**src/rtl/alu_pkg.sv**
```systemverilog
// Shared types and constants for the ALU issue controller.
// Opcode encodings, FSM states and the default settle time.
package alu_pkg;

    localparam logic [2:0] OP_ADD = 3'b000;
    localparam logic [2:0] OP_OR  = 3'b001;
    localparam logic [2:0] OP_AND = 3'b010;
    localparam logic [2:0] OP_SUB = 3'b011;
    localparam logic [2:0] OP_SLT = 3'b100;

    localparam int SETTLE_CYCLES_DEF = 4;
    localparam int CNT_W = 8;

    typedef enum logic [1:0] {
        IDLE   = 2'd0,
        SETTLE = 2'd1,
        HOLD   = 2'd2
    } state_t;

    function automatic logic op_illegal(input logic [2:0] op);
        return op > OP_SLT;
    endfunction

endpackage

```
**src/rtl/alu_settle_cnt.sv**
```systemverilog
// Loadable down-counter with zero flag; holds at zero until reloaded.
module alu_settle_cnt
    import alu_pkg::*;
(
    input  logic             clk,
    input  logic             rst,
    input  logic             load,
    input  logic             dec,
    input  logic [CNT_W-1:0] load_val,
    output logic [CNT_W-1:0] cnt,
    output logic             zero
);

    always_ff @(posedge clk) begin
        if (rst) begin
            cnt <= '0;
        end else if (load) begin
            cnt <= load_val;
        end else if (dec && cnt != '0) begin
            cnt <= cnt - 1'b1;
        end
    end

    assign zero = (cnt == '0);

endmodule

```
**src/rtl/alu_issue_ctrl.sv**
```systemverilog
// Issue/settle/hold sequencer wrapped around an external ALU datapath.
// Optional macro ALU_ILLEGAL_OP_CHECK_EN: reserved opcodes answer with rsp_err.
module alu_issue_ctrl
    import alu_pkg::*;
#(
    parameter int SETTLE_CYCLES = SETTLE_CYCLES_DEF
) (
    input  logic        clk,
    input  logic        rst,
    input  logic        req_valid,
    output logic        req_ready,
    input  logic [31:0] req_x,
    input  logic [31:0] req_y,
    input  logic [2:0]  req_op,
    output logic [31:0] alu_x,
    output logic [31:0] alu_y,
    output logic [2:0]  alu_op,
    input  logic [31:0] alu_f,
    input  logic        alu_overflow,
    input  logic        alu_zero,
    output logic        rsp_valid,
    input  logic        rsp_ready,
    output logic [31:0] rsp_f,
    output logic        rsp_overflow,
    output logic        rsp_zero,
    output logic        rsp_err
);

    localparam logic [CNT_W-1:0] LOAD = CNT_W'(SETTLE_CYCLES - 1);

    state_t           state;
    state_t           state_nxt;
    logic             accept;
    logic             cap;
    logic             ill;
    logic             err_pend;
    logic             cnt_zero;
    logic [CNT_W-1:0] cnt;
    logic [CNT_W-1:0] load_val;

    assign req_ready = (state == IDLE) || (state == HOLD && rsp_ready);
    assign accept    = req_valid && req_ready;
    assign rsp_valid = (state == HOLD);

`ifdef ALU_ILLEGAL_OP_CHECK_EN
    assign ill = op_illegal(req_op);

    // Error ops take a single settle cycle and ignore the datapath result.
    always_ff @(posedge clk) begin
        if (rst) begin
            err_pend <= 1'b0;
            rsp_err  <= 1'b0;
        end else begin
            if (accept) err_pend <= ill;
            if (cap)    rsp_err  <= err_pend;
        end
    end
`else
    assign ill      = 1'b0;
    assign err_pend = 1'b0;
    assign rsp_err  = 1'b0;
`endif

    assign load_val = ill ? '0 : LOAD;

    alu_settle_cnt u_cnt (
        .clk      (clk),
        .rst      (rst),
        .load     (accept),
        .dec      (state == SETTLE),
        .load_val (load_val),
        .cnt      (cnt),
        .zero     (cnt_zero)
    );

    always_ff @(posedge clk) begin
        if (rst) begin
            state <= IDLE;
        end else begin
            state <= state_nxt;
        end
    end

    always_comb begin
        state_nxt = state;
        cap       = 1'b0;
        unique case (state)
            IDLE: begin
                if (accept) state_nxt = SETTLE;
            end
            SETTLE: begin
                if (cnt_zero) begin
                    cap       = 1'b1;
                    state_nxt = HOLD;
                end
            end
            HOLD: begin
                if (accept) begin
                    state_nxt = SETTLE;
                end else if (rsp_ready) begin
                    state_nxt = IDLE;
                end
            end
            default: state_nxt = IDLE;
        endcase
    end

    always_ff @(posedge clk) begin
        if (rst) begin
            alu_x        <= '0;
            alu_y        <= '0;
            alu_op       <= OP_ADD;
            rsp_f        <= '0;
            rsp_overflow <= 1'b0;
            rsp_zero     <= 1'b0;
        end else begin
            if (accept) begin
                alu_x  <= req_x;
                alu_y  <= req_y;
                alu_op <= req_op;
            end
            if (cap) begin
                rsp_f        <= err_pend ? '0 : alu_f;
                rsp_overflow <= alu_overflow && !err_pend;
                rsp_zero     <= alu_zero || err_pend;
            end
        end
    end

endmodule

```
**config.mk**
```make
export PLATFORM = sky130hd
export DESIGN_NAME = alu_issue_ctrl
export DESIGN_NICKNAME = d
export VERILOG_FILES = /design/src/rtl/alu_pkg.sv /design/src/rtl/alu_settle_cnt.sv /design/src/rtl/alu_issue_ctrl.sv
export SDC_FILE = /design/constraint.sdc
export NUM_CORES = 1
export LEC_CHECK = 0
export CELL_PAD_IN_SITES_DETAIL_PLACEMENT = 1
export CELL_PAD_IN_SITES_GLOBAL_PLACEMENT = 1
export CORE_MARGIN = 2
export CORE_UTILIZATION = 31
export DETAILED_ROUTE_END_ITERATION = 16
export PLACE_DENSITY = 0.91
export SYNTH_ARGS = -nofsm -noshare
export SYNTH_HDL_FRONTEND = slang
export SYNTH_HIERARCHICAL = 1
export SYNTH_SLANG_ARGS = --single-unit
```
**constraint.sdc**
```tcl
create_clock -name clk -period 2.45 [get_ports clk]
set_clock_uncertainty 0.15 [all_clocks]
set_input_delay 0.49 -clock clk [delete_from_list [all_inputs] [get_ports clk]]
set_output_delay 0.49 -clock clk [all_outputs]
set_load 0.05 [all_outputs]
```
======== Word-level counts from Yosys, hierarchy flattened ========
Index checks and enable logic that the tools add are counted.
word-level totals
  register bits ........................... 111
  input port bits ......................... 105
  output and inout bits ................... 104
  logic and storage cells ................. 34
operators by class
  add/subtract/negate cells ............... 1
  equal/unequal tests ..................... 5
  multiplexer cells ....................... 9
  reduce and logical (&&, ||, !) cells .... 10
operator list
  operator             count
  $mux 2               6
  $logic_not 8->1      1
  $reduce_bool 8->1    1
  $sub 8x1->8 const B  1
  $pmux 2 s3           1
  $ne 2x2->1 const B   2
  $logic_and 1x1->1    3
  $ne 3x1->1 const B   1
  $reduce_and 3->1     1
  $eq 2x1->1 const B   1
  $eq 2x2->1 const B   1
  $logic_not 2->1      1
  $mux 1               2
  $reduce_bool 2->1    1
  $reduce_or 2->1      1
  $logic_or 1x1->1     1

======== Longest topological paths before layout ========
Gate-level depths: netlist of the first run.
  depth after elaboration ................. 6
  gate-level depth with buffers ........... 9
  mapped depth without buffers ............ 7

======== Hierarchy ========
The synthesis of the first run kept the hierarchy.
by module, submodules not included
  module          times used  cells an instance  area each (um2)  seq. area each (um2)
  alu_issue_ctrl  1           454                4290.4           2062.0
  alu_settle_cnt  1           59                 515.5            160.2

======== Worst setup path before layout of the first run ========
OpenSTA, ideal clock, no wires.
  kind .................................... register to register
  from .................................... register u_cnt.cnt[2]
  to ...................................... register rsp_f[21]
  setup time .............................. 0.132 ns
  arrival ................................. 1.798 ns
  data required time ...................... 2.168 ns
  path slack .............................. 0.370 ns
  cell stages (with the launch flop) ...... 7
  buffers on the path ..................... 1
  period minus slack after synthesis ...... 2.080 ns
  cell sequence ........................... dfxtp_1 -> or4_4 -> nor4_1 -> nand3b_1 -> clkbuf_1 -> nand2_1 -> a21oi_1
between the ends
  cells in the longest elaborated chain, start to end .. 3
RTL lines
  item                    RTL line               source
  start, declared         alu_settle_cnt.sv:10   output logic [CNT_W-1:0] cnt,
  start signal, assigned  alu_settle_cnt.sv:18   cnt <= load_val;
  start signal, assigned  alu_settle_cnt.sv:20   cnt <= cnt - 1'b1;
  $logic_not 8->1         alu_settle_cnt.sv:24   assign zero = (cnt == '0);
  via cnt_zero            alu_issue_ctrl.sv:37   logic cnt_zero;
  $mux 1                  alu_issue_ctrl.sv:92   if (cnt_zero) begin
  $mux 1                  alu_issue_ctrl.sv:87   unique case (state)
  end signal, assigned    alu_issue_ctrl.sv:123  rsp_f <= err_pend ? '0 : alu_f;
  end, declared           alu_issue_ctrl.sv:23   output logic [31:0] rsp_f,
The timed path passes the listed nets, and every way through them passes these cells.
A chain may end at the register's enable or synchronous reset.

======== Worst setup path in the final report of the first run ========
  from .................................... register u_cnt.cnt[2]
  to ...................................... register rsp_f[1]
Same word-level chain as after synthesis.

==> results of run 1 <==
routing by layer:
layer | part of all wire | track usage | vias to the layer above
li1 | - | - | 2051
met5 | 0 | 0 | -
met1 | 0.40 | 0.181 | 1955
met3 | 0.10 | 0.0590 | 17
met4 | 0.017 | 0.0607 | 0
met2 | 0.48 | 0.288 | 168
cells by family after synthesis:
logic type               share of synthesized area
AND/OR/NAND/NOR                              0.272
buffers and inverters                       0.0471
multiplexers                                 0.142
flip-flops                                   0.462
other                                      0.00156
AO/OA/AOI/OAI                               0.0651
XOR/XNOR                                   0.00547
adder cells (fa/ha/maj)                    0.00521
cells in the final DEF, fill, tap and decap left out, drive strengths merged, types with 2 or more instances in the layout:
master	instances
or4	5
or3	2
buf	11
inv	8
a311oi	2
ha	2
nor2b	4
dfxtp	111
a211oi	2
clkdlybuf4s50	204
nor2	7
conb	9
clkbuf	10
a21oi	40
mux2i	68
nand2b	135
o21ai	3
clkinv	2
xnor2	3
nand2	70
nor3b	4
power groups by stage:
stage | clock network (uW) | registers [uW] | logic [uW]
6_report | 1450 | 2030 | 1340
5_1_grt | 1560 | 2050 | 1420
4_1_cts | 1490 | 2030 | 1350
3_5_place_dp | 0 | 2070 | 1350
3_3_place_gp | 0 | 2060 | 1320
2_1_floorplan | 0 | 2440 | 452
worst min-delay path by stage:
stage / start / endpoint / slack, ps
finish: rsp_f[4] / rsp_f[4] / 310
global route: rsp_f[28] / rsp_f[28] / 330
CTS: rsp_f[11] / rsp_f[11] / 310
detailed placement: rsp_f[11] / rsp_f[11] / 300
global placement: rsp_f[0] / rsp_f[0] / 290
floorplan: u_cnt/cnt[5] / u_cnt/cnt[5] / 330
flip-flops by register name, indices dropped and copies added, names as in the netlist:
name / cells
rsp_f: 32
rsp_zero: 1
alu_x: 32
state: 2
alu_y: 32
rsp_overflow: 1
u_cnt/cnt: 8
alu_op: 3
critical path, cell delays in order, from the launching register on:
cell and delay, ps:
dfxtp_1 360, or4_4 590, nor4_1 350, and3b_1 270, buf_12 200, nand2_1 110, a21oi_1 150
per-stage QoR:
step	cells	utilization
floorplan	520	-
CTS	903	0.483
global placement	887	0.465
global route	903	0.483
finish	903	0.483
detailed placement	887	0.465
final cells by class:
class	instances	area [um^2]	share of cell area
Clock inverter	6	47.5	0.00647
Timing Repair Buffer	216	2200	0.299
Sequential cell	111	2220	0.302
Inverter	5	18.8	0.00255
Multi-Input combinational cell	367	2390	0.325
Clock buffer	10	239	0.0325
Tap cell	188	235	0.0320
==> impl_results.md, run 1 <==
* CP required at 2580 ps
* Final Wtd Congestion at 0.765
* Yosys warns at 6
* Initial Utilization at 0.316
* Internal at around 3200 uW
* Syn Area/Cell at approximately 9.4 um^2
* Most used DFF post-synth: dfxtp_1
* Worst hold stages at 2
* IO buf count at 207
* CP max FO at 34
* Tmin final at 2250 ps
* Max-Slew Margin vs Limit at 0.623
* Fmax at 444 MHz
* H-tree depth at 3
* Number of global-route vias before repair at 4,356
* Detail Placement HPWL at around 10,000 um
* Clk sinks at around 110
* Die height at 129 um
* Status: complete, no violations
* Flop pwr share at 0.422
* Psw at around 1600 uW
* Drc violations at 0
* Worst setup endpoint: rsp_f[1]
* RSZ-0062 raised after global routing: no
* R2R Path Start: u_cnt/cnt[2]
* Buffer count from post-CTS setup fixing at 0
* Final Max Tran Viols at 0
* Slew @ Worst Pin at 563 ps
* Later-pin clock latency in the skew report at 360 ps
* Yosys reg bits at 111
* Logic pwr share at 0.278
* PwrDens at 654 nW/um^2
* DR vias at 4,191
* Final Hold Fails at 0
* Core area at 15,200 um^2
* Clk root buf: clkbuf_16
* Overflow after GRT at 0
* Cell accounting for the most synthesized area: dfxtp_1
* FP Rows at 45
* Cts bufs inserted at 9
* Min Hold Slack at just over 300 ps
* Synth cell count leaders: nand2b_1 (135), dfxtp_1 (111), nand2_1 (70)
* First-pass GRT wire length at 21,500 um
* Synth cell types at 40
* Setup_tns at 0 ps
* Static leakage at 0.00270 uW
* Worst r2r dst: rsp_f[1]
* Nets at just over 800
* Ys async rst share at 0
* Placed Area at just over 7000 um^2
* Die area at 16,500 um^2
* Area growth, synth to finish at 52.9%
* Critical path class: reg2reg
* Post-synth EDFFs at 0
* Critical path endpoint category: flip-flop
* CTS tree: built
* Worst slack, placed at approximately 70 ps
* Drt total wl at between 10,000 and 15,000 um
* Die X at 129 um
* Crit path DAT at 2390 ps
* Post-Synthesis Cells at 513
* CP startpoint kind: flip-flop
* Initial antenna violation count at 0
* Share of layout cells above drive strength 1 at 0.0531
* Peak VDD IR at 0.308 mV
* Total of max-cap violations at 0
* Gates resized, CTS repair at 1
* Clk pwr share at 0.301
* Fill cells at 1,728
* Crit path from: u_cnt/cnt[2]
* Reg-to-reg slack, setup at 200 ps
* Top post-synthesis cells by area: dfxtp_1 (46%), nand2b_1 (18%), mux2i_1 (14%)
* Top-count cell post-synth: nand2b_1
* Clk pin slew, worst setup/hold paths at 80 ps
* Drt initial violations at 113
* Routed WL per cell at around 15 um
* Sequential cell area fraction in the yosys report at 0.462
* Hold Path Class: reg2reg
* Final worst setup slack at 198 ps
* Post-DRT Antenna Nets at 0
* Final period util at 0.919
* GRT Overall Usage at 0.163
* Switching Fraction at 0.325
* Worst r2r path cells at 6
* # IOs at 209
* Total power at 4810 uW
* Detailed Routing Iterations Pass 1 at 4
* Bufs on Longest Clock Path at 2
* Top cell type's share of synthesized area at 0.462
* Area of the mapped netlist at roughly 4800 um^2
* Post-route cell area at 7350 um^2
* # diodes at 0
* Pin count of the biggest net entering global routing at 91
* Vias per inst at between 4 and 5
* Cts-stage hold buffer count at 0
* Final Setup Violations at 0
(Power assumes the default switching activity.)
==> run 2: changes to the inputs <==
--- a/config.mk
+++ b/config.mk
@@ -11,6 +11,7 @@
 export CORE_UTILIZATION = 31
 export DETAILED_ROUTE_END_ITERATION = 16
 export PLACE_DENSITY = 0.91
+export SETUP_SLACK_MARGIN = 0.1
 export SYNTH_ARGS = -nofsm -noshare
 export SYNTH_HDL_FRONTEND = slang
 export SYNTH_HIERARCHICAL = 1
==> impl_results.md, run 2 (synthesized netlist as in run 1, its figures left out) <==
* Status: complete, no violations
* FP Rows at 45 (unchanged)
* DR vias at 4,195 (+0.095%)
* CP required at 1810 ps (-770 ps)
* Vias per inst at 4.65 (about the same)
* Detailed Routing Iterations Pass 1 at 4 (unchanged)
* Area of the multi-input gates at 2400 um^2 (+0.26%)
* First-pass GRT wire length at 21,500 um (unchanged)
* Logic pwr share at 0.278 (about the same)
* Share of layout cells above drive strength 1 at 0.0545 (+0.00140)
* Critical path endpoint category: output port
* Register Area at 2220 um^2 (unchanged)
* # IOs at 209 (unchanged)
* Critical path depth at 1 (-5)
* Slew @ Worst Pin at 563 ps (unchanged)
* Final Setup Violations at 0 (unchanged)
* Clk sinks at 111 (unchanged)
* CTS tree: built
* Final period util at 0.896 (-0.0230)
* RSZ-0062 raised after global routing: no
* Largest delay contributor family on the critical path: buffers and inverters
* Static leakage at 0.00271 uW (about the same)
* CP startpoint kind: flip-flop
* PwrDens at 654 nW/um^2 (about the same)
* Most common cell after layout, fill and taps aside: clkdlybuf4s50_1
* Die area at 16,500 um^2 (unchanged)
* Nets at 817 (unchanged)
* Post-DRT Antenna Nets at 0 (unchanged)
* CP max FO at 2 (-94%)
* Internal at 3240 uW (about the same)
* Drt total wl at 13,700 um (+0.24%)
* Flop pwr share at 0.421 (about the same)
* Pin count of the biggest net entering global routing at 91 (unchanged)
* CP max stage delay at 830 ps (+240 ps)
* Final Hold Fails at 0 (unchanged)
* Peak VDD IR at 0.308 mV (about the same)
* Clk pin slew, worst setup/hold paths at 80 ps (about the same)
* Largest registers: alu_x: 32 flops, alu_y: 32 flops, rsp_f: 32 flops
* Core area at 15,200 um^2 (unchanged)
* Routed WL per cell at 15.2 um (+0.24%)
* Drt initial violations at 106 (-6.2%)
* Later-pin clock latency in the skew report at 360 ps (about the same)
* # diodes at 0 (unchanged)
* Worst r2r path cells at 6 (unchanged)
* Crit-path slowest cell: clkdlybuf4s50_1
* Setup_tns at 0 ps (unchanged)
* Total of max-cap violations at 0 (unchanged)
* Fmax at 455 MHz (+2.6%)
* IO buf count at 207 (unchanged)
* Cts bufs inserted at 9 (unchanged)
* Max-Slew Margin vs Limit at 0.623 (unchanged)
* Initial antenna violation count at 0 (unchanged)
* Drc violations at 0 (unchanged)
* H-tree depth at 3 (unchanged)
* Fin util at 0.484 (about the same)
* Bufs on Longest Clock Path at 2 (unchanged)
* Final Wtd Congestion at 0.765 (unchanged)
* Crit path DAT at 1560 ps (-830 ps)
* Clk pwr share at 0.300 (about the same)
* Area growth, synth to finish at 53.0% (about the same)
* GRT Overall Usage at 0.163 (unchanged)
* Worst hold stages at 2 (unchanged)
* Die X at 129 um (unchanged)
* Die height at 129 um (unchanged)
* Fill cells at 1,729 (+0.058%)
* Cts-stage hold buffer count at 0 (unchanged)
* Overflow after GRT at 0 (unchanged)
* CP cell instances: clkdlybuf4s50_1
* Critical path class: reg2out
* Tmin final at 2200 ps (-56.3 ps)
* Detail Placement HPWL at 10,300 um (unchanged)
* Buf/Inv on CP at 1 (unchanged)
* Switching Fraction at 0.326 (about the same)
* Most frequent cells in the layout: clkdlybuf4s50_1 (204), nand2b_1 (135), dfxtp_1 (111)
* Final Max Tran Viols at 0 (unchanged)
* Psw at 1570 uW (+0.18%)
* Hold Path Class: reg2reg
* Clk root buf: clkbuf_16
* Initial Utilization at 0.316 (unchanged)
* Number of global-route vias before repair at 4,356 (unchanged)
==> run 2: cell type report <==
class / count / area share
clock buffers: 10 / 0.0325
clock inverters: 6 / 0.00646
inverters: 5 / 0.00255
multi-input cells: 367 / 0.326
flip-flops and latches: 111 / 0.302
well taps: 188 / 0.0320
repair buffers: 216 / 0.299
==> run 2: final timing paths <==
path | startpoint | end | slack (ps)
setup / recovery | alu_x[15] | alu_x[15] | 250
hold / removal | rsp_f[4] | rsp_f[4] | 310
setup reg to reg | u_cnt/cnt[2] | rsp_f[1] | 310
hold reg to reg | rsp_f[4] | rsp_f[4] | 310
==> run 2: routing by layer <==
metal / vias to the layer above / GRT usage / share of wire
li1: 2049 / - / -
met3: 17 / 0.0590 / 0.10
met5: - / 0 / 0
met1: 1959 / 0.181 / 0.40
met2: 170 / 0.288 / 0.48
met4: 0 / 0.0607 / 0.017
==> run 2: power by group through the flow <==
stage	registers [uW]	clock network, uW	logic (uW)
final	2030	1450	1340
after global routing	2050	1560	1420
after CTS	2030	1490	1350
after global placement	2060	0	1320
after floorplan	2440	0	452
after detailed placement	2070	0	1350
==> run 2: repair_timing <==
action	in CTS	in global routing
endpoints found under the setup margin	1	29
gates resized for setup	1	1
buffers inserted	0	0
==> run 2: per-stage QoR <==
step / instances / setup slack [ps] / hold slack (ps) / power (uW) / area [um^2]
after global routing: 903 / 149 / 334 / 5030 / 7350
after CTS: 903 / 167 / 310 / 4870 / 7350
after floorplan: 520 / 370 / 330 / 2900 / 4830
final: 903 / 254 / 307 / 4810 / 7350
after detailed placement: 887 / 70.4 / 299 / 3420 / 7060
after global placement: 887 / 196 / 291 / 3380 / 7060
